File: config.mk
export PLATFORM = sky130hd
export DESIGN_NAME = store_align_unit
export DESIGN_NICKNAME = d
export VERILOG_FILES = /design/src/rtl/store_align_unit.sv
export SDC_FILE = /design/constraint.sdc
export NUM_CORES = 1
export LEC_CHECK = 0
export CELL_PAD_IN_SITES_DETAIL_PLACEMENT = 0
export CELL_PAD_IN_SITES_GLOBAL_PLACEMENT = 1
export CORE_MARGIN = 3
export CORE_UTILIZATION = 44
export CTS_BUF_LIST = sky130_fd_sc_hd__clkbuf_4
export DETAILED_ROUTE_END_ITERATION = 10
export PLACE_DENSITY_LB_ADDON = 0.1
export SYNTH_ARGS = -nofsm -noshare
export SYNTH_HDL_FRONTEND = slang
export SYNTH_SLANG_ARGS = --single-unit
File: constraint.sdc
create_clock -name clk -period 3.1 [get_ports clk]
set_clock_uncertainty 0.1 [all_clocks]
set_input_delay 0.62 -clock clk [delete_from_list [all_inputs] [get_ports clk]]
set_output_delay 0.62 -clock clk [all_outputs]
set_load 0.05 [all_outputs]
File: src/rtl/store_align_unit.sv
// Buffered store path: queues execute-stage stores and presents lane-aligned write beats to DMEM/IMEM.
// Optional macro STORE_SPLIT_EN: split word-crossing stores into two beats (otherwise misaligned stores are dropped).
module store_align_unit #(
    parameter int DATA_W = 32,
    parameter int ADDR_W = 32,
    parameter int DEPTH  = 4
) (
    input  logic                   clk,
    input  logic                   rst,
    input  logic                   st_valid,
    output logic                   st_ready,
    input  logic [2:0]             st_funct3,
    input  logic [ADDR_W-1:0]      st_addr,
    input  logic [DATA_W-1:0]      st_data,
    input  logic [1:0]             st_dst,
    output logic                   mem_valid,
    input  logic                   mem_ready,
    output logic [ADDR_W-1:0]      mem_addr,
    output logic [DATA_W-1:0]      mem_din,
    output logic [DATA_W/8-1:0]    mem_wea,
    output logic [1:0]             mem_dst,
    output logic                   misalign_err,
    output logic [$clog2(DEPTH):0] pending
);

    localparam int WB    = DATA_W / 8;
    localparam int OFF_W = $clog2(WB);
    localparam int PTR_W = $clog2(DEPTH);
    localparam int CNT_W = PTR_W + 1;
    localparam int SZ_W  = OFF_W + 2;   // wide enough for off + size without overflow

    typedef struct packed {
        logic [1:0]        size_code;
        logic [ADDR_W-1:0] addr;
        logic [DATA_W-1:0] data;
        logic [1:0]        dst;
    } entry_t;

    function automatic logic [SZ_W-1:0] size_bytes(input logic [1:0] code);
        return SZ_W'(1) << code;
    endfunction

    function automatic logic [2*WB-1:0] lane_mask(input logic [1:0] code, input logic [OFF_W-1:0] off);
        logic [2*WB-1:0] ones;
        ones = ~({(2*WB){1'b1}} << size_bytes(code));
        return ones << off;
    endfunction

    function automatic logic is_legal(input logic [2:0] f3);
        return !f3[2] && (f3[1:0] != 2'b11 || DATA_W == 64);
    endfunction

    entry_t            queue [DEPTH];
    logic [PTR_W-1:0]  wr_ptr;
    logic [PTR_W-1:0]  rd_ptr;
    logic [CNT_W-1:0]  count;
    logic              empty;
    logic              full;
    logic              st_fire;
    logic              st_ok;
    logic              push;
    logic              pop;

    entry_t              head;
    logic [OFF_W-1:0]    head_off;
    logic [2*WB-1:0]     head_mask;
    logic [2*DATA_W-1:0] head_shifted;
    logic [ADDR_W-1:0]   head_base;

    assign empty    = (count == '0);
    assign full     = (count == CNT_W'(DEPTH));
    assign st_ready = !full;
    assign pending  = count;
    assign st_fire  = st_valid && st_ready;

`ifdef STORE_SPLIT_EN
    function automatic logic is_crossing(input logic [1:0] code, input logic [OFF_W-1:0] off);
        return (SZ_W'(off) + size_bytes(code)) > SZ_W'(WB);
    endfunction

    assign st_ok = is_legal(st_funct3);
`else
    function automatic logic is_misaligned(input logic [1:0] code, input logic [OFF_W-1:0] off);
        logic [SZ_W-1:0] low_bits;
        low_bits = size_bytes(code) - SZ_W'(1);
        return (SZ_W'(off) & low_bits) != '0;
    endfunction

    assign st_ok = is_legal(st_funct3) && !is_misaligned(st_funct3[1:0], st_addr[OFF_W-1:0]);
`endif

    assign push = st_fire && st_ok;

    // Head decode: the double-width shift holds both beats of a crossing store.
    assign head         = queue[rd_ptr];
    assign head_off     = head.addr[OFF_W-1:0];
    assign head_mask    = lane_mask(head.size_code, head_off);
    assign head_shifted = {{DATA_W{1'b0}}, head.data} << {head_off, 3'b000};
    assign head_base    = {head.addr[ADDR_W-1:OFF_W], {OFF_W{1'b0}}};

`ifdef STORE_SPLIT_EN
    typedef enum logic {BEAT0, BEAT1} beat_t;

    beat_t state;
    logic  head_crossing;
    logic  beat_fire;

    assign head_crossing = is_crossing(head.size_code, head_off);
    assign mem_valid     = !empty || (state == BEAT1);
    assign beat_fire     = mem_valid && mem_ready;
    assign pop           = beat_fire && ((state == BEAT1) || !head_crossing);

    always_ff @(posedge clk) begin
        if (rst) begin
            state <= BEAT0;
        end else if (beat_fire) begin
            state <= (state == BEAT0 && head_crossing) ? BEAT1 : BEAT0;
        end
    end
`else
    logic unused_upper;

    assign mem_valid    = !empty;
    assign pop          = mem_valid && mem_ready;
    assign unused_upper = ^{head_mask[2*WB-1:WB], head_shifted[2*DATA_W-1:DATA_W]};
`endif

    always_comb begin
        // NOTE: every output is defaulted first, so no latch is inferred and idle outputs read as zero.
        mem_addr = '0;
        mem_din  = '0;
        mem_wea  = '0;
        mem_dst  = '0;
        if (mem_valid) begin
            mem_addr = head_base;
            mem_din  = head_shifted[DATA_W-1:0];
            mem_wea  = head_mask[WB-1:0];
            mem_dst  = head.dst;
`ifdef STORE_SPLIT_EN
            if (state == BEAT1) begin
                mem_addr = head_base + ADDR_W'(WB);
                mem_din  = head_shifted[2*DATA_W-1:DATA_W];
                mem_wea  = head_mask[2*WB-1:WB];
            end
`endif
        end
    end

    // NOTE: queue storage is not reset; the pointers and count alone decide which entries are live.
    always_ff @(posedge clk) begin
        if (push) begin
            queue[wr_ptr] <= '{size_code: st_funct3[1:0], addr: st_addr, data: st_data, dst: st_dst};
        end
    end

    // NOTE: state updates use non-blocking assignments so every register samples pre-edge values.
    always_ff @(posedge clk) begin
        if (rst) begin
            wr_ptr       <= '0;
            rd_ptr       <= '0;
            count        <= '0;
            misalign_err <= 1'b0;
        end else begin
            misalign_err <= st_fire && !st_ok;
            if (push) begin
                wr_ptr <= wr_ptr + PTR_W'(1);
            end
            if (pop) begin
                rd_ptr <= rd_ptr + PTR_W'(1);
            end
            if (push && !pop) begin
                count <= count + CNT_W'(1);
            end else if (pop && !push) begin
                count <= count - CNT_W'(1);
            end
        end
    end

endmodule

## Word level (Yosys, flattened, before mapping)

Memories as Yosys holds them, arrays and structs flattened. A register that Yosys moved wholly into a read port is not among the register bits.
Index checks and enable logic that the tools add are counted.

- Muxes and demuxes: 10
- Divide/modulo/power cells: 0
- Eq/ne operators: 2
- $lt $le $gt $ge: 0
- Multipliers: 0
- $add $sub $neg: 5
- Reduce and logical (&&, ||, !) cells: 18
- Bitwise operators: 2
- Shift operators: 5

Operators with widths:

| kind | count |
|---|---|
| two-way mux 32 bit | 2 |
| left shift 32 x 5 -> 32 bit | 1 |
| logical AND 1 bit | 8 |
| NOT 8 bit | 1 |
| left shift 1 x 2 -> 4 bit (first input constant) | 2 |
| left shift 8 x 2 -> 4 bit | 1 |
| left shift 8 x 4 -> 8 bit (first input constant) | 1 |
| logical NOT 1 bit | 7 |
| two-way mux 2 bit | 3 |
| two-way mux 3 bit | 2 |
| adder 2 x 1 -> 2 bit (second input constant) | 2 |
| AND 2 x 4 -> 4 bit | 1 |
| two-way mux 4 bit | 1 |
| nonzero test 4 bit | 1 |
| subtractor 4 x 1 -> 4 bit (second input constant) | 1 |
| adder 3 x 1 -> 3 bit (second input constant) | 1 |
| equality test 3 bit (second input constant) | 1 |
| logical NOT 3 bit | 1 |
| subtractor 3 x 1 -> 3 bit (second input constant) | 1 |
| two-way mux 1 bit | 2 |
| != test 2 bit (second input constant) | 1 |
| nonzero test 2 bit | 1 |

- Output and inout port bits: 76
- Logic and storage cells: 47
- Register bits after elaboration: 8
- Memories kept: 1
- Latch bits: 0
- Memory bits (read-only): 0
- Input port bits: 73
- RAM bits: 272

Memory list:

| memory | depth | bits a word | read ports | clocked after memory_dff | write ports | RTL line | source |
|---|---|---|---|---|---|---|---|
| queue | 4 | 68 | 1 | 1 | 1 | 53 | `entry_t queue [DEPTH];` |

## Depth between registers and ports, before layout

- Word-level depth: 11
- Mapped depth: 9
- Mapped depth without buffers: 9

## Least setup slack after synthesis

OpenSTA, ideal clock, no wires.

- Kind: reg2reg
- Start point: register count[0] (netlist: pending[0])
- End point: memory queue[0][0] (netlist name), enable pin
- Period minus slack after synthesis: 3.659 ns
- Buffers on the path: 0
- Setup time: 0.433 ns
- Arrival time: 3.126 ns
- Data required time: 2.567 ns
- Stages on the path, launching flop included: 4
- Path slack: -0.559 ns
- Cells stage by stage: dfxtp_1 or3b_2 o2111a_1 and2_1

- Word-level cells in the longest chain between the ends: 6

RTL lines:

| element | RTL line | source |
|---|---|---|
| from (decl) | 56 | `logic [CNT_W-1:0] count;` |
| from (signal assigned) | 172 | `count <= count + CNT_W'(1);` |
| from (signal assigned) | 174 | `count <= count - CNT_W'(1);` |
| equality test 3 bit | 71 | `assign full = (count == CNT_W'(DEPTH));` |
| logical NOT 1 bit | 72 | `assign st_ready = !full;` |
| net st_ready | 11 | `output logic st_ready,` |
| logical AND 1 bit | 74 | `assign st_fire = st_valid && st_ready;` |
| logical AND 1 bit | 92 | `assign push = st_fire && st_ok;` |
| net push | 61 | `logic push;` |
| two-way mux 1 bit | 151 | `if (push) begin` |
| two-way mux 1 bit (not written as such) | 152 | `queue[wr_ptr] <= '{size_code: st_funct3[1:0], addr: st_addr, data: st_data, dst: st_dst};` |
| to (decl) | 53 |  |

The timed path passes the listed nets, and every way through them passes these cells.

==> flow_summary_export.csv <==
group,metric,value,unit
cts,worstSkewPairLatency,0.67,ns
route,wire_per_inst,21.6,um
synthesis,post_synth.cell_area_avg,20.9,sq um
placed_design,place_area,0.0139,sq mm
layout,layout-drive-gt1-share,44.2,%
min_path,hp-class,"flip-flop to flip-flop",
worst_setup_path,arrival,2.57,ns
power,p_comb_share,53.6,%
route,vias,5975,
synthesis,synth_top_area_cell,"edfxtp_1",
route,ant_nets,0,
cts,cts_sinks,282,
power,power_density,1040,mW/mm^2
sta,hold_violations,0,
layout,final_common_cell,"edfxtp_1",
route,vias_per_cell,5.24,
worst_setup_path,crit_type,"flip-flop to primary output",
worst_setup_path,crit_top_cell,"buf_12",
job,maxCapViolCount,0,
synthesis,syn_inst,532,
worst_setup_path,slowest_delay,0.57,ns
synthesis,yosysUniqueCellTypes,32,
cts,htree_levels,3,
worst_setup_path,worstPathCellList,"mux4_2 -> buf_12 -> clkinvlp_4 -> a21oi_1 -> a211oi_2 -> buf_12",
global_route,antenna_found_initial,2,
cts,cts_tree,"built",
synthesis,synthTopCellsByArea,"edfxtp_1 73%, mux4_2 14%, and2_1 2.5%",
route,first_iter_violations,417,
power,p_sw,5.92,mW
power,power_frac_clock,18.9,%
sta,min_period,3.29,ns
sta,period_share,106,%
worst_setup_path,critPathBufInv,3,
sta,fin_ws,-0.194,ns
worst_setup_path,crit_fanout,11,
worst_setup_path,crit_family,"multiplexers",
layout,area_growth,38.3,%
placed_design,dp_slack,0.0627,ns
sta,whs,0.397,ns
power,sw_frac_of_total,36.9,%
floorplanning,die_w,165,um
floorplanning,dieArea,0.0272,sq mm
sta,max_freq,304,MHz
synthesis,synth-seq-cells,282,
min_path,hold_depth,2,
global_route,grt_overflow_total,0,
layout,fillers,1766,
global_route,grt_max_degree,33,
worst_setup_path,r2r_cells,9,
global_route,grt.total_usage,18.2,%
power,irDropWorstVdd,883,uV
sta,slew_headroom,65.8,%
sta,rsz0062_at_grt,"yes",
power,power_frac_seq,27.5,%
floorplanning,core_area,0.0246,sq mm
sta,tightest_slew,0.511,ns
worst_setup_path,cp-end-kind,"primary output",
route,drcViolationCount,0,
synthesis,syn_area,0.0111,sq mm
layout,finalNetCount,852,
placed_design,detailed_place_hpwl,15100,um
sta,setup_viol,39,
synthesis,ys_seq_area_share,75.2,%
placed_design,port_buffers,146,
outcome,violations,"setup timing",
floorplanning,rows,57,
layout,mostFrequentLayoutCells,"272 x edfxtp_1, 100 x clkbuf_4, 82 x buf_12",
placed_design,globalplace.congestion,0.779,
cts,cts_hold_buf,0,
cts,clockBufferDepth,3,
sta,final_max_slew_viol_count,0,
route,drtPass1Iterations,7,
synthesis,yosys.area.top_type_share,73.4,%
route,wl,24600,um
floorplanning,ios,149,
cts,cts_buffers,73,
cts,root_buffer,"clkbuf_4",
layout,stdcell_area,0.0154,sq mm
worst_setup_path,crit_path_top_delay_cell,"mux4_2",
power,finalPower,16.0,mW
global_route,grt_pass1_vias,6668,
synthesis,yosysWarnings,0,
worst_setup_path,cp.required,2.38,ns
power,p_int,10.1,mW
floorplanning,die_height,165,um
worst_setup_path,cp.depth,6,
floorplanning,initial_core_util,45.3,%
outcome,outcome,"complete, but fails checks",
global_route,grt_pass1_wl,37100,um
power,cellLeakagePower,5.22,nW
layout,final_util,62.6,%
cts,clk_pin_slew,0.06,ns
worst_setup_path,cp-start-kind,"flip-flop",
-- layer usage --
layer,vias up,GRT usage (%),wire length [um]
li1,2694,-,-
met1,3062,22.8,9970
met2,188,30.8,12700
met3,29,4.69,1560
met4,2,6.48,336
met5,-,0,14
-- path summary, 6_finish.rpt --
path	start	to	slack [ns]
max	flip-flop	mem_din[16]	-0.19
min	rd_ptr[0]	flip-flop	0.40
max reg2reg	pending[0]	pending[2]	0.63
min reg2reg	rd_ptr[0]	flip-flop	0.40
-- power groups by stage --
stage / clock [mW] / combinational (mW) / sequential (mW)
final: 3.04 / 8.60 / 4.40
after global routing: 3.34 / 8.93 / 4.42
after CTS: 3.15 / 8.31 / 4.40
after global placement: 0 / 7.52 / 4.46
after detailed placement: 0 / 7.53 / 4.47
after floorplan: 0 / 4.19 / 4.50
-- kinds of logic after synthesis --
logic type	count (synthesis)	synth area share, %
compound gates	32	1.83
fa+ha+maj	6	0.742
other cells	1	0.0337
flops	282	75.2
mux	96	16.3
xor+xnor	5	0.393
simple gates	75	3.89
buf+inv	35	1.67
-- state kept, by name, summed over array words and instances (netlist names), named ones only --
| signal | count |
|---|---|
| queue | 272 |
| pending | 3 |
| rd_ptr | 2 |
| wr_ptr | 2 |
| misalign_err | 1 |
-- stage by stage --
step	TNS [ns]	cells
floorplan	0	533
global placement	0	998
detailed placement	0	998
CTS	-9.02	1134
global route	-11.45	1141
finish	-4.37	1141
-- cell type report --
| type | count | area [sq um] | area share [%] |
|---|---|---|---|
| diodes | 2 | 5.00 | 0.0325 |
| clock buffers | 100 | 751 | 4.88 |
| clock inverters | 17 | 133 | 0.861 |
| inverters | 6 | 26.3 | 0.171 |
| multi-input cells | 216 | 2790 | 18.1 |
| flip-flops and latches | 282 | 8380 | 54.4 |
| well taps | 324 | 405 | 2.63 |
| repair buffers | 194 | 2910 | 18.9 |
-- cell usage after synthesis --
library cell    n
mux2_2          1
buf_6           3
xor2_1          4
or2_1           1
and2_1         44
a21oi_1        10
a211oi_1       11
buf_2          11
xnor2_1         1
nand2_1         3
nor2_8          1
clkbuf_1       10
edfxtp_1      272
nor2_1         18
o2111a_1        1
or3b_2          1
o22ai_1         8
or3_1           1
o21ai_0         2
ha_1            5
fa_1            1
mux4_2         68
nor2b_1         1
inv_1           6
nand3_1         1
and4b_1         1
dfxtp_1        10
conb_1          1
or2_2           1
buf_4           5
nor3_1          2
mux2i_1        27
-- what timing repair did --
item,4_1_cts,5_1_grt
setup endpoints to repair,67,68
cloned,5,2
pin swaps,7,4
setup buffers,14,3
resized for setup,54,32
-- worst register-to-register path, delay by kind of cell (launching register included) --
kind / cells / cell delay, ns
DFF: 1 / 0.39
buffers and inverters: 2 / 0.26
xor gates and xnor gates: 1 / 0.16
AOI/OAI and AO/OA: 1 / 0.15
and+or+nand+nor: 3 / 0.76
adders and majority gates: 2 / 0.57
Note: power is estimated with default switching activity, not from simulation.
